$ cat src/rtl/dadda_mult_16_if.sv
// ---------------------------------------------------------------------------
// dadda_mult_16_if : operand/result bundle for the 16x16 Dadda multiplier
// Rev 1.0
// ---------------------------------------------------------------------------
`default_nettype none

interface dadda_mult_16_if #(
   parameter int WIDTH = 16
);
   logic               in_valid;
   logic [WIDTH-1:0]   in1;
   logic [WIDTH-1:0]   in2;
   logic [2*WIDTH-1:0] out;
   logic               overflow;
   logic               out_valid;

   modport master (
      output in_valid, in1, in2,
      input  out, overflow, out_valid
   );

   modport slave (
      input  in_valid, in1, in2,
      output out, overflow, out_valid
   );
endinterface

`default_nettype wire

$ cat src/rtl/dadda_mult_16.sv
// ---------------------------------------------------------------------------
// dadda_mult_16 : unsigned 16x16 Dadda-tree multiplier, registered product.
// Build macro DADDA_APPROX_EN: OR-approximate the APPROX_COLS low columns.
// Rev 1.0
// ---------------------------------------------------------------------------
`default_nettype none

module dadda_mult_16 #(
   parameter int WIDTH       = 16,
   parameter int APPROX_COLS = 8
) (
   input  logic           clk,
   input  logic           rst,
   dadda_mult_16_if.slave mul
);

`ifdef DADDA_APPROX_EN
   localparam int LOW_COLS = APPROX_COLS;
`else
   localparam int LOW_COLS = 0;
`endif

   if (WIDTH != 16 || APPROX_COLS < 0 || APPROX_COLS > 16) begin : g_param_check
      $error("dadda_mult_16: WIDTH must be 16 and APPROX_COLS within 0..16");
   end

   // Column bit lists (unused slots kept at zero) with their live heights.
   typedef struct packed {
      logic [31:0][15:0] m;
      logic [31:0][4:0]  h;
   } tree_t;

   function automatic tree_t build_pp(input logic [15:0] a, input logic [15:0] b);
      tree_t t;
      t = '0;
      for (int i = 0; i < 16; i++) begin
         for (int j = 0; j < 16; j++) begin
            t.m[5'(i+j)][4'(t.h[5'(i+j)])] = a[4'(j)] & b[4'(i)];
            t.h[5'(i+j)] = t.h[5'(i+j)] + 5'd1;
         end
      end
      return t;
   endfunction

   // One Dadda stage: fewest full/half adders so every column ends <= d.
   // Columns are walked low to high so incoming carries count toward height.
   function automatic tree_t reduce_stage(input tree_t t, input int d);
      tree_t      n;
      int         nh [33];
      int         cur;
      int         rem;
      int         tot;
      logic [2:0] v;
      n = '0;
      for (int c = 0; c < 33; c++) nh[6'(c)] = 0;
      for (int c = 0; c < 32; c++) begin
         cur = 0;
         rem = int'(t.h[5'(c)]);
         for (int k = 0; k < 8; k++) begin
            tot = rem + nh[6'(c)];
            if (tot > d && rem >= 2) begin
               if (tot - d >= 2 && rem >= 3) begin
                  v   = {t.m[5'(c)][4'(cur+2)], t.m[5'(c)][4'(cur+1)], t.m[5'(c)][4'(cur)]};
                  cur = cur + 3;
                  rem = rem - 3;
               end else begin
                  v   = {1'b0, t.m[5'(c)][4'(cur+1)], t.m[5'(c)][4'(cur)]};
                  cur = cur + 2;
                  rem = rem - 2;
               end
               n.m[5'(c)][4'(nh[6'(c)])] = ^v;
               nh[6'(c)] = nh[6'(c)] + 1;
               if (c < 31) begin
                  n.m[5'(c+1)][4'(nh[6'(c+1)])] = (v[0] & v[1]) | (v[0] & v[2]) | (v[1] & v[2]);
                  nh[6'(c+1)] = nh[6'(c+1)] + 1;
               end
            end
         end
         for (int k = 0; k < 16; k++) begin
            if (k >= cur && k < cur + rem) begin
               n.m[5'(c)][4'(nh[6'(c)])] = t.m[5'(c)][4'(k)];
               nh[6'(c)] = nh[6'(c)] + 1;
            end
         end
      end
      for (int c = 0; c < 32; c++) n.h[5'(c)] = 5'(nh[6'(c)]);
      return n;
   endfunction

   tree_t       s0, s1, s2, s3, s4, s5, s6;
   logic [31:0] low_or;
   logic [31:0] row_a;
   logic [31:0] row_b;
   logic [31:0] sum;
   logic        carry;

   always_comb begin
      s0     = build_pp(mul.in1, mul.in2);
      low_or = '0;
      for (int c = 0; c < 32; c++) begin
         if (c < LOW_COLS) begin
            low_or[5'(c)] = |s0.m[5'(c)];
            s0.m[5'(c)]   = '0;
            s0.h[5'(c)]   = '0;
         end
      end
   end

   assign s1 = reduce_stage(s0, 13);
   assign s2 = reduce_stage(s1, 9);
   assign s3 = reduce_stage(s2, 6);
   assign s4 = reduce_stage(s3, 4);
   assign s5 = reduce_stage(s4, 3);
   assign s6 = reduce_stage(s5, 2);

   // At height <= 2 the slots above the second row are zero, so OR-ing them is exact.
   always_comb begin
      carry = 1'b0;
      row_a = '0;
      row_b = '0;
      sum   = '0;
      for (int c = 0; c < 32; c++) begin
         row_a[5'(c)] = s6.m[5'(c)][0] | low_or[5'(c)];
         row_b[5'(c)] = (s6.h[5'(c)] >= 5'd2) & (|s6.m[5'(c)][15:1]);
         sum[5'(c)]   = row_a[5'(c)] ^ row_b[5'(c)] ^ carry;
         carry        = (row_a[5'(c)] & row_b[5'(c)]) | (carry & (row_a[5'(c)] ^ row_b[5'(c)]));
      end
   end

   always_ff @(posedge clk or posedge rst) begin
      if (rst) begin
         mul.out       <= '0;
         mul.overflow  <= 1'b0;
         mul.out_valid <= 1'b0;
      end else begin
         mul.out_valid <= mul.in_valid;
         if (mul.in_valid) begin
            mul.out      <= sum;
            mul.overflow <= carry;
         end
      end
   end

endmodule

`default_nettype wire

$ cat src/flat_wrapper.sv
// flat-port wrapper written by rule: the top's interface ports become plain ports
module dadda_mult_16_flat 
#(
   parameter int WIDTH       = 16,
   parameter int APPROX_COLS = 8
)
  (clk, rst, mul_in_valid, mul_in1, mul_in2, mul_out, mul_overflow, mul_out_valid);
  dadda_mult_16_if #(.WIDTH(WIDTH)) mul_i ();
  input  logic clk;
  input  logic rst;
  input wire logic [$bits(mul_i.in_valid)-1:0] mul_in_valid;
  input wire logic [$bits(mul_i.in1)-1:0] mul_in1;
  input wire logic [$bits(mul_i.in2)-1:0] mul_in2;
  output wire logic [$bits(mul_i.out)-1:0] mul_out;
  output wire logic [$bits(mul_i.overflow)-1:0] mul_overflow;
  output wire logic [$bits(mul_i.out_valid)-1:0] mul_out_valid;
  assign mul_i.in_valid = mul_in_valid;
  assign mul_i.in1 = mul_in1;
  assign mul_i.in2 = mul_in2;
  assign mul_out = mul_i.out;
  assign mul_overflow = mul_i.overflow;
  assign mul_out_valid = mul_i.out_valid;
  dadda_mult_16 #(.WIDTH(WIDTH), .APPROX_COLS(APPROX_COLS)) u_core (.clk(clk), .rst(rst), .mul(mul_i));
endmodule
$ cat config.mk
export PLATFORM = sky130hd
export DESIGN_NAME = dadda_mult_16_flat
export DESIGN_NICKNAME = d
export VERILOG_FILES = /design/src/rtl/dadda_mult_16_if.sv /design/src/rtl/dadda_mult_16.sv /design/src/flat_wrapper.sv
export SDC_FILE = /design/constraint.sdc
export NUM_CORES = 1
export LEC_CHECK = 0
export BUFFER_PORTS_ARGS = -buffer_cell sky130_fd_sc_hd__buf_4
export CAP_MARGIN = 20
export CELL_PAD_IN_SITES_DETAIL_PLACEMENT = 2
export CELL_PAD_IN_SITES_GLOBAL_PLACEMENT = 2
export CORE_ASPECT_RATIO = 1.75
export CORE_MARGIN = 5
export CORE_UTILIZATION = 25
export DETAILED_ROUTE_END_ITERATION = 10
export GPL_ROUTABILITY_DRIVEN = 0
export GPL_TIMING_DRIVEN = 0
export PLACE_DENSITY_LB_ADDON = 0.1
export SETUP_SLACK_MARGIN = 0.1
export SYNTH_ARGS = -nofsm -noshare
export SYNTH_HDL_FRONTEND = slang
export SYNTH_SLANG_ARGS = --single-unit
export TNS_END_PERCENT = 100
$ cat constraint.sdc
create_clock -name clk -period 0.9 [get_ports clk]
set_input_delay 0.09 -clock clk [delete_from_list [all_inputs] [get_ports clk]]
set_output_delay 0.09 -clock clk [all_outputs]
set_load 0.01 [all_outputs]
# Yosys cells after proc, flatten, opt, wreduce, memory -nomap -nowiden
# Index checks and enable logic that the tools add are counted.
[op_classes]
n_addsub = 0
multipliers = 0
mux = 0
bitwise_logic = 123
reduce_logical = 21
eq_ne = 0
shift = 0
n_lt_le_gt_ge = 0
div_mod_pow = 0
[ops]
columns = ["cell", "n"]
rows = [
  ["bitwise AND 1 bit", 84],
  ["parity 3 bit", 21],
  ["bitwise OR 1 bit", 26],
  ["bitwise XOR 1 bit", 13],
]
[totals]
latch_bits = 0
memories = 0
out_inout_bits = 34
rom_bits = 0
reg_bits = 10
ram_bits = 0

# Depth between registers and ports, before layout
# Gate-level depths: netlist of the first run.
[logic_depth]
ltp_word = 15
ltp_mapped = 11
ltp_nobuf = 11

# Worst setup path before layout of the first run
# No wires, ideal clock.
[synth_timing]
path_kind = "input -> register"
startpoint = "input mul_in1[4]"
endpoint = "register u_core.mul.out[7]"
t_arrival_ns = 3.406
path_stages = 11
path_slack_ns = -2.631
n_path_buf = 0
path_cell_list = "and2_1 -> ha_1 -> inv_1 -> fa_1 -> fa_1 -> inv_1 -> fa_1 -> fa_1 -> fa_1 -> fa_1 -> mux2_2"
[synth_via]
elab_chain_len = 12
word_cells_on_any_way = 68
classes_between = "55 x bitwise; 13 x reduce/logical"
[synth_lines]
columns = ["element", "line_no", "rtl"]
rows = [
  ["start, declared", "flat_wrapper.sv:12", "input wire logic [$bits(mul_i.in1)-1:0] mul_in1;"],
  ["bitwise AND 1 bit", "dadda_mult_16.sv:38", "t.m[5'(i+j)][4'(t.h[5'(i+j)])] = a[4'(j)] & b[4'(i)];"],
  ["parity 3 bit", "dadda_mult_16.sv:71", "n.m[5'(c)][4'(nh[6'(c)])] = ^v;"],
  ["parity 3 bit or bitwise AND 1 bit (tied branches)", "dadda_mult_16.sv:71, dadda_mult_16.sv:74", ""],
  ["parity 3 bit (tied with other cells)", "dadda_mult_16.sv:71", ""],
  ["bitwise XOR 1 bit or bitwise OR 1 bit (tied branches)", "dadda_mult_16.sv:126, dadda_mult_16.sv:74", ""],
  ["bitwise AND 1 bit (tied with other cells)", "dadda_mult_16.sv:126", "carry = (row_a[5'(c)] & row_b[5'(c)]) | (carry & (row_a[5'(c)] ^ row_b[5'(c)]));"],
  ["bitwise OR 1 bit (tied with other cells)", "dadda_mult_16.sv:126", ""],
  ["bitwise AND 1 bit or bitwise OR 1 bit (tied branches)", "dadda_mult_16.sv:126, dadda_mult_16.sv:74", ""],
  ["bitwise OR 1 bit or bitwise XOR 1 bit (tied branches)", "dadda_mult_16.sv:126", ""],
  ["bitwise AND 1 bit", "dadda_mult_16.sv:126", ""],
  ["bitwise OR 1 bit", "dadda_mult_16.sv:126", ""],
  ["bitwise XOR 1 bit (*)", "dadda_mult_16.sv:125", "sum[5'(c)] = row_a[5'(c)] ^ row_b[5'(c)] ^ carry;"],
  ["net u_core.sum[7]", "dadda_mult_16.sv:94", "logic [31:0] sum;"],
  ["end signal, assigned", "dadda_mult_16.sv:138", "mul.out <= sum;"],
  ["end, declared", "dadda_mult_16_if.sv:24", "output out, overflow, out_valid"],
]
# Mark *: on every way through the listed nets, which the timed path passes. The rest lies on a longest branch.
# A chain may end at the register's enable or synchronous reset.

# Final worst setup path of the first run
[layout_timing]
startpoint = "input mul_in2[1]"
endpoint = "register u_core.mul.out[7]"
[layout_via]
elab_chain_len = 14
word_cells_on_any_way = 92
classes_between = "75 x bitwise; 17 x reduce/logical"
[layout_lines]
columns = ["element", "line_no", "rtl"]
rows = [
  ["start, declared", "flat_wrapper.sv:13", "input wire logic [$bits(mul_i.in2)-1:0] mul_in2;"],
  ["bitwise AND 1 bit", "dadda_mult_16.sv:38", ""],
  ["parity 3 bit", "dadda_mult_16.sv:71", ""],
  ["bitwise XOR 1 bit", "dadda_mult_16.sv:126", ""],
  ["bitwise AND 1 bit", "dadda_mult_16.sv:126", ""],
  ["bitwise OR 1 bit", "dadda_mult_16.sv:126", ""],
  ["bitwise AND 1 bit", "dadda_mult_16.sv:126", ""],
  ["bitwise OR 1 bit", "dadda_mult_16.sv:126", ""],
  ["bitwise AND 1 bit", "dadda_mult_16.sv:126", ""],
  ["bitwise OR 1 bit", "dadda_mult_16.sv:126", ""],
  ["bitwise AND 1 bit", "dadda_mult_16.sv:126", ""],
  ["bitwise OR 1 bit", "dadda_mult_16.sv:126", ""],
  ["bitwise AND 1 bit", "dadda_mult_16.sv:126", ""],
  ["bitwise OR 1 bit", "dadda_mult_16.sv:126", ""],
  ["bitwise XOR 1 bit (*)", "dadda_mult_16.sv:125", ""],
  ["net u_core.sum[7]", "dadda_mult_16.sv:94", ""],
]
# Marked as above.

==> impl_metrics.env, run 1 <==
export IMPL_hold_path_class="input port to flop"
export IMPL_status="finished with violations"
export IMPL_start_kind="input port"
export IMPL_drive_above_1_share_pct=46.84
export IMPL_holdWs_ns=0.1466
export IMPL_power_leakage_nw=0.9922
export IMPL_hpwl_mm=2.986
export IMPL_first_pass_iters=2
export IMPL_crit_chain="buf_8, and2_4, ha_4, inv_2, fa_1, fa_1, inv_1, fa_2, fa_2, fa_2, fa_2, mux2_4"
export IMPL_numCtsBuffers=3
export IMPL_initial_core_util_pct=25.57
export IMPL_powerDensity_nw_per_um2=1490
export IMPL_insertion_delay_ns=0.24
export IMPL_finalWirelength_mm=3.296
export IMPL_overflow=0
export IMPL_syn_inst=131
export IMPL_setup_violations=7
export IMPL_period_needed_ns=3.268
export IMPL_crit_fanout=6
export IMPL_syn_area_per_cell_um2=9.714
export IMPL_antenna_found_initial=0
export IMPL_final_nets=249
export IMPL_path_class="input port to flop"
export IMPL_path_clk_slew_ns=0.05
export IMPL_fp_dieW_um=63.93
export IMPL_critPathMaxStageDelay_ns=0.51
export IMPL_clockBufferDepth=2
export IMPL_cpMostUsedCell="fa_2"
export IMPL_ys_seq_area_share_pct=19.67
export IMPL_vias=991
export IMPL_synth_top_area_share_pct=25.17
export IMPL_syn_cell_area_um2=1272
export IMPL_grt_pass1_wl_mm=5.423
export IMPL_cts_root_buf="clkbuf_8"
export IMPL_crit_required_ns=1.03
export IMPL_synth_largest_area_cell="fa_1"
export IMPL_dp_slack_ns=-2.688
export IMPL_cap_violations=0
export IMPL_wl_met2_mm=2.067
export IMPL_diodes=0
export IMPL_crit_slowest_cell="fa_1"
export IMPL_rsz0062_at_grt="yes"
export IMPL_post_route_drc_count=0
export IMPL_rrSetupSlack_ns=0.12
export IMPL_hold_violations=0
export IMPL_wl_per_cell_um=13.51
export IMPL_synth_area_top_cells="fa_1, dfrtp_1, buf_4"
export IMPL_ant_nets=0
export IMPL_wirelength_met1_mm=1.039
export IMPL_dieArea_um2=6673
export IMPL_coreArea_um2=4977
export IMPL_irDropWorstVdd_uv=1360
export IMPL_tritoncts="yes"
export IMPL_tns_ns=-10.84
export IMPL_grtUsageTotal_pct=10.55
export IMPL_ys_warn_count=0
export IMPL_max_freq_mhz=306.0
export IMPL_ios=69
export IMPL_io_buffers=28
export IMPL_failed_checks="setup timing"
export IMPL_synth_seq_cells=10
export IMPL_htreeDepth=1
export IMPL_fin_crit_sh_pct=363.1
export IMPL_final_util_pct=38.19
export IMPL_grt_pass1_vias=1214
export IMPL_wl_met3_um=122
export IMPL_skew_ns=0
export IMPL_slew_violations=0
export IMPL_cp_end_kind="flop"
export IMPL_drtIter0Drc=18
export IMPL_rows=34
export IMPL_crit_arrival_ns=3.40
export IMPL_synth_cell_types=17
export IMPL_die_h_um=104.4
export IMPL_cts_sinks=10
export IMPL_syn_to_final_growth_pct=49.36
export IMPL_vias_per_cell=4.061
export IMPL_total_power_w=0.002832
export IMPL_maxUsedRoutingLayer="met4"
export IMPL_grt_max_degree=11
export IMPL_fin_ws_ns=-2.368
-- cell type report --
cell class              instances  area (um^2)
well taps                      54        67.56
multi-input cells             101        967.2
inverters                      18        67.56
flip-flops and latches         10        250.2
clock buffers                   3        41.29
fillers                       562         3077
plain buffers                  25        185.2
repair buffers                 33        321.6
-- worst max-delay path, delay by kind of cell --
family,cells,cell delay (ns)
adders and majority gates,7,2.70
and+or+nand+nor,1,0.15
buffers and inverters,3,0.19
muxes,1,0.26
-- stage by stage --
step | instance area, um^2 | cells
after floorplan | 1459 | 154
after global placement | 1737 | 236
after detailed placement | 1737 | 236
after CTS | 1897 | 244
after global routing | 1901 | 244
final | 1901 | 244
-- cell families after synthesis --
logic type / Yosys count / synth area share [%]
fa+ha+maj: 22 / 31.07
compound gates: 1 / 0.3929
buf+inv: 43 / 19.76
mux: 8 / 7.080
flops: 10 / 19.67
xor+xnor: 10 / 7.965
simple gates: 36 / 13.77
other cells: 1 / 0.2947
-- routing by layer --
metal  vias up  global-route usage, %
li1        460                      -
met1       497                  9.128
met2        28                  21.73
met3         6                  1.189
met4         0                  5.349
met5         -                      0
-- power breakdown --
part           internal [W]  leakage [nW]  total [W]  switching (W)
clock              0.000293        0.0216   0.000470       0.000177
combinational      0.000992         0.850    0.00164       0.000645
sequential         0.000608         0.120   0.000725       0.000117
total               0.00189         0.992    0.00283       0.000939
-- registers in the layout, summed over array words and instances, names as in the netlist --
signal	count
u_core.mul.out_valid	1
u_core.mul.out	9
-- repair_timing --
action | CTS | global route
hold buffers | 2 | 0
pin swaps | 0 | 3
endpoints found under the hold margin | 11 | 0
endpoints found under the setup margin | 19 | 19
resized for setup | 22 | 2
buffers inserted | 3 | 0
-- cells in the final DEF (no fill, tap or decap), types with 2 or more instances in the layout --
cell	count
inv_2	3
mux2_4	8
fa_1	11
conb_1	24
nand2_1	21
xnor2_1	7
dlygate4sd3_1	2
xor2_1	2
and2_1	4
and2_4	8
ha_1	2
ha_4	4
buf_4	40
clkbuf_8	3
fa_2	5
buf_6	13
inv_1	15
dfrtp_1	10
-- Yosys cell counts --
cell and n:
buf_4 24, nand2_1 21, inv_1 18, fa_1 16
and2_1 10, dfrtp_1 10, mux2_2 8, xnor2_1 7
ha_1 6, and2_2 3, xor2_1 2, clkbuf_1 1
conb_1 1, nand2_2 1, nand3_1 1, o21ai_0 1
xnor3_1 1
-- path summary, 6_finish.rpt --
check                      cells past startpoint                 to               from
max                                           12  u_core.mul.out[7]         mul_in2[1]
min in group asynchronous                      3  u_core.mul.out[0]                rst
min                                            3  u_core.mul.out[0]         mul_in2[0]
max in group asynchronous                      3  u_core.mul.out[1]                rst
max reg2reg                                    1  u_core.mul.out[2]  u_core.mul.out[2]
min reg2reg                                    1  u_core.mul.out[5]  u_core.mul.out[5]
(Power assumes the default switching activity.)
==> run 2: changes to the inputs <==
Settings changed: ABC_AREA from default to 1, CORE_UTILIZATION 25 to 24.
==> impl_metrics.env, run 2 <==
export IMPL_path_clk_slew_ns=0.05
export IMPL_syn_area_per_cell_um2=7.547
export IMPL_drive_above_1_share_pct=40.00
export IMPL_max_freq_mhz=313.9
export IMPL_syn_cell_area_um2=1441
export IMPL_dp_cells=318
export IMPL_io_buffers=26
export IMPL_grtUsageTotal_pct=10.52
export IMPL_first_pass_iters=2
export IMPL_crit_arrival_ns=3.31
export IMPL_final_cells=328
export IMPL_htreeDepth=1
export IMPL_start_kind="input port"
export IMPL_holdWs_ns=0.1629
export IMPL_top_register="u_core.mul.out"
export IMPL_cap_violations=0
export IMPL_synthSimpleGateAreaFrac_pct=22.92
export IMPL_post_route_drc_count=0
export IMPL_overflow=0
export IMPL_failed_checks="setup timing"
export IMPL_antenna_found_initial=0
export IMPL_rows=37
export IMPL_synth_edf_count=0
export IMPL_largest_register_ffs=9
export IMPL_initial_core_util_pct=24.52
export IMPL_syn_to_final_growth_pct=47.48
export IMPL_diodes=0
export IMPL_final_common_cell="nand2_1"
export IMPL_cts_root_buf="clkbuf_8"
export IMPL_slew_violations=0
export IMPL_crit_buf_inv=4
export IMPL_finalWirelength_mm=3.674
export IMPL_synth_top_family_by_area="adder cells"
export IMPL_setup_violations=7
export IMPL_fin_crit_sh_pct=354.0
export IMPL_final_nets=308
export IMPL_crit_fanout=6
export IMPL_synth_cell_types=17
export IMPL_synth_top_area_share_pct=22.22
export IMPL_synth_seq_cells=10
export IMPL_critPathMaxStageDelay_ns=0.49
export IMPL_crit_slowest_cell="fa_1"
export IMPL_synth_most_common_cell="nand2_1"
export IMPL_post_dp_cell_area_um2=1866
export IMPL_layout_common_cells="nand2_1, buf_4, inv_1"
export IMPL_status="finished with violations"
export IMPL_skew_ns=0
export IMPL_top_regs="u_core.mul.out x9, u_core.mul.out_valid x1"
export IMPL_final_util_pct=36.16
export IMPL_irDropWorstVdd_uv=396.7
export IMPL_ant_nets=0
export IMPL_hold_violations=0
export IMPL_synth_adder_area_share_pct=27.43
export IMPL_total_power_w=0.002911
export IMPL_powerDensity_nw_per_um2=1369
export IMPL_die_h_um=112.5
export IMPL_grt_pass1_vias=1505
export IMPL_syn_inst=191
export IMPL_crit_required_ns=1.02
export IMPL_clockBufferDepth=2
export IMPL_wl_per_cell_um=11.20
export IMPL_ys_seq_area_share_pct=17.36
export IMPL_fp_dieW_um=68.58
export IMPL_cp_end_kind="flop"
export IMPL_hpwl_mm=3.321
export IMPL_crit_chain="buf_12, nand2_4, inv_2, ha_4, inv_2, fa_1, fa_1, inv_1, fa_2, fa_2, fa_2, fa_2, mux2_4"
export IMPL_insertion_delay_ns=0.24
export IMPL_synth_flop_cell="dfrtp_1"
export IMPL_stdcell_area_um2=2126
export IMPL_synth_largest_area_cell="fa_1"
export IMPL_synthMuxAreaShare_pct=6.250
export IMPL_dieArea_um2=7717
export IMPL_vias=1258
export IMPL_synth_async_sr_flop_share_pct=100.0
export IMPL_synth_compound_area_share_pct=0.3472
export IMPL_grt_max_degree=11
export IMPL_cp_top_family="adder cells"
export IMPL_ys_warn_count=0
export IMPL_hold_path_class="input port to flop"
export IMPL_ios=69
export IMPL_synth_area_top_cells="fa_1, dfrtp_1, nand2_1"
export IMPL_yosys_area_share_xor_xnor_pct=0
export IMPL_tritoncts="yes"
export IMPL_power_leakage_nw=1.256
export IMPL_path_class="input port to flop"
export IMPL_fin_ws_ns=-2.286
export IMPL_cts_sinks=10
export IMPL_drtIter0Drc=14
export IMPL_rsz0062_at_grt="yes"
export IMPL_coreArea_um2=5879
export IMPL_numCtsBuffers=3
export IMPL_cpMostUsedCell="fa_2"
export IMPL_vias_per_cell=3.835
export IMPL_period_needed_ns=3.186
export IMPL_grt_pass1_wl_mm=6.375
export IMPL_synth_common_cells="nand2_1, inv_1, buf_4"
[run 2: cell families after synthesis]
group | after synthesis
adders and majority gates | 22
muxes | 8
AOI/OAI and AO/OA | 1
DFF | 10
other | 1
and+or+nand+nor | 78
buffers and inverters | 71
[run 2: area by class of cell]
| class | instances | area [um^2] |
|---|---|---|
| Multi-Input combinational cell | 133 | 1021 |
| Sequential cell | 10 | 250.2 |
| Buffer | 27 | 216.5 |
| Clock buffer | 4 | 55.05 |
| Fill cell | 702 | 3754 |
| Inverter | 44 | 167.7 |
| Tap cell | 78 | 97.59 |
| Timing Repair Buffer | 32 | 317.8 |
[run 2: power breakdown]
group | switching, W | leakage (nW) | internal [W]
Combinational | 0.000701 | 1.11 | 0.000930
Clock | 0.000184 | 0.0288 | 0.000385
Sequential | 0.000108 | 0.121 | 0.000603
Total | 0.000993 | 1.26 | 0.00192
[run 2: worst paths after layout]
path / from / slack [ns] / cells after the start / endpoint
setup / recovery: mul_in2[0] / -2.29 / 13 / u_core.mul.out[7]
hold / removal: mul_in1[0] / 0.16 / 3 / u_core.mul.out[0]
setup reg to reg: u_core.mul.out[8] / 0.12 / 1 / u_core.mul.out[8]
hold reg to reg: u_core.mul.out[4] / 0.53 / 1 / u_core.mul.out[4]
max in group asynchronous: rst / 0.23 / 3 / u_core.mul.out[4]
min in group asynchronous: rst / 0.40 / 3 / u_core.mul.out[0]
[run 2: layer usage]
metal	track usage (%)	part of all wire [%]	vias up
met1	10.31	33	610
met5	0	0	-
met4	2.390	0.60	0
li1	-	-	615
met2	21.76	63	29
met3	0.8008	3.2	4
[run 2: metrics by stage]
| step | TNS (ns) | worst slack, ns |
|---|---|---|
| 4_1_cts | -10.80 | -2.427 |
| 6_report | -10.37 | -2.286 |
| 5_1_grt | -10.81 | -2.377 |
| 3_5_place_dp | -12.86 | -2.672 |
| 3_3_place_gp | -12.59 | -2.620 |
| 2_1_floorplan | -11.78 | -2.490 |
[run 2: timing repair]
item	CTS	global route
resized for setup	30	11
setup endpoints to repair	17	18
hold buffers	2	0
setup buffers	3	1
hold endpoints to repair	11	0
pin swaps	14	9
==> run 3: changes to the inputs <==
Settings changed: BUFFER_PORTS_ARGS -buffer_cell sky130_fd_sc_hd__buf_4 to default, CORE_UTILIZATION 24 to 33, DONT_BUFFER_PORTS from default to 1.
==> impl_metrics.env, run 3 (synthesis results as in run 2) <==
export IMPL_status="finished with violations"
export IMPL_failed_checks="setup timing"
export IMPL_busiest_layer="met2"
export IMPL_tns_ns=-10.56
export IMPL_largest_register_ffs=9
export IMPL_rrSetupSlack_ns=0.08
export IMPL_coreArea_um2=4189
export IMPL_hpwl_mm=3.629
export IMPL_ant_nets=0
export IMPL_fin_ws_ns=-2.326
export IMPL_crit_slowest_cell="fa_1"
export IMPL_multi_input_area_um2=1021
export IMPL_dieArea_um2=5842
export IMPL_antenna_found_initial=0
export IMPL_crit_arrival_ns=3.35
export IMPL_final_nets=281
export IMPL_io_buffers=0
export IMPL_max_freq_mhz=310.0
export IMPL_power_leakage_nw=1.100
export IMPL_drive_above_1_share_pct=30.49
export IMPL_irDropWorstVdd_uv=1240
export IMPL_crit_fanout=7
export IMPL_powerDensity_nw_per_um2=1390
export IMPL_grt_pass1_vias=1417
export IMPL_cts_sinks=10
export IMPL_numCtsBuffers=3
export IMPL_wl_per_cell_um=15.01
export IMPL_htreeDepth=1
export IMPL_setup_violations=7
export IMPL_hold_violations=0
export IMPL_period_needed_ns=3.226
export IMPL_grtUsageTotal_pct=14.80
export IMPL_cts_root_buf="clkbuf_8"
export IMPL_met1_usage_pct=11.88
export IMPL_rows=31
export IMPL_die_h_um=97.43
export IMPL_fp_dieW_um=59.96
export IMPL_initial_core_util_pct=34.41
export IMPL_holdWs_ns=0.1392
export IMPL_rsz0062_at_grt="yes"
export IMPL_whs_path_depth=3
export IMPL_vias_per_cell=4.386
export IMPL_ios=69
export IMPL_path_clk_slew_ns=0.05
export IMPL_cap_violations=0
export IMPL_final_fill_count=496
export IMPL_final_util_pct=43.31
export IMPL_top_register="u_core.mul.out"
export IMPL_regArea_um2=250.2
export IMPL_final_common_cell="nand2_1"
export IMPL_total_power_w=0.002522
export IMPL_clockBufferDepth=2
export IMPL_cp_end_kind="flop"
export IMPL_crit_required_ns=1.02
export IMPL_syn_to_final_growth_pct=25.87
export IMPL_vias=1193
export IMPL_grt_max_degree=11
export IMPL_start_kind="input port"
export IMPL_top_regs="u_core.mul.out x9, u_core.mul.out_valid x1"
export IMPL_finalWirelength_mm=4.082
export IMPL_overflow=0
export IMPL_skew_ns=0
export IMPL_path_class="input port to flop"
export IMPL_layout_common_cells="nand2_1, inv_1, buf_4"
export IMPL_cpMostUsedCell="fa_2"
export IMPL_grt_pass1_wl_mm=6.527
export IMPL_critPathMaxStageDelay_ns=0.52
export IMPL_diodes=0
export IMPL_hold_path_class="input port to flop"
export IMPL_grtUsageMet3_pct=1.729
export IMPL_slew_violations=0
export IMPL_r2r_cells=1
export IMPL_crit_chain="buf_12, nand2_4, inv_4, ha_4, inv_2, fa_1, inv_2, fa_2, fa_2, fa_2, fa_2, fa_2, mux2_4"
export IMPL_met2_usage_pct=31.67
export IMPL_first_pass_iters=2
export IMPL_insertion_delay_ns=0.24
export IMPL_post_route_drc_count=0
export IMPL_drtIter0Drc=16
export IMPL_tritoncts="yes"
export IMPL_fin_crit_sh_pct=358.4
==> run 3: cell types whose count changed in the layout (fill, tap and decap cells not counted), sizes merged <==
cell	before	now
buf	57	30
==> run 3: area by class of cell <==
cell class	count	area share, %
Sequential cell	10	13.79
Inverter	44	9.241
Multi-Input combinational cell	133	56.28
Timing Repair Buffer	5	2.345
Buffer	27	11.93
Clock buffer	4	3.034
Tap cell	49	3.379
==> run 3: power by group <==
group / switching, W / leakage [nW] / internal [W]
Combinational: 0.000553 / 0.951 / 0.000614
Clock: 0.000188 / 0.0288 / 0.000385
Sequential: 0.000179 / 0.121 / 0.000602
==> run 3: path summary, 6_finish.rpt <==
check	from	endpoint
max	mul_in2[0]	u_core.mul.out[7]
min reg2reg	u_core.mul.out[5]	u_core.mul.out[5]
max in group asynchronous	rst	u_core.mul.out[5]
max reg2reg	u_core.mul.out[8]	u_core.mul.out[8]
min	mul_in1[0]	u_core.mul.out[0]
min in group asynchronous	rst	u_core.mul.out[0]
==> run 3: per-stage QoR <==
step | setup slack, ns | instances | instance area (um^2)
5_1_grt | -2.425 | 272 | 1814
3_3_place_gp | -2.576 | 263 | 1634
2_1_floorplan | -2.490 | 214 | 1573
6_report | -2.326 | 272 | 1814
4_1_cts | -2.334 | 272 | 1782
3_5_place_dp | -2.681 | 263 | 1634
==> run 3: repair_timing <==
action / in CTS / in global routing
endpoints found under the setup margin: 8 / 8
hold buffers: 2 / 0
resized for setup: 14 / 6
pin swaps: 7 / 4
hold endpoints to repair: 11 / 0
buffers inserted: 3 / 0
==> run 3: critical path, delay by kind of cell <==
kind | cells | cell delay, ns
fa+ha+maj | 7 | 2.69
mux | 1 | 0.27
buf+inv | 4 | 0.23
simple gates | 1 | 0.06
==> run 3: layer usage <==
layer  up-vias  part of all wire, %
met3         7                  3.4
met2        28                   66
met1       592                   29
met5         -                    0
li1        566                    -
met4         0                  1.9
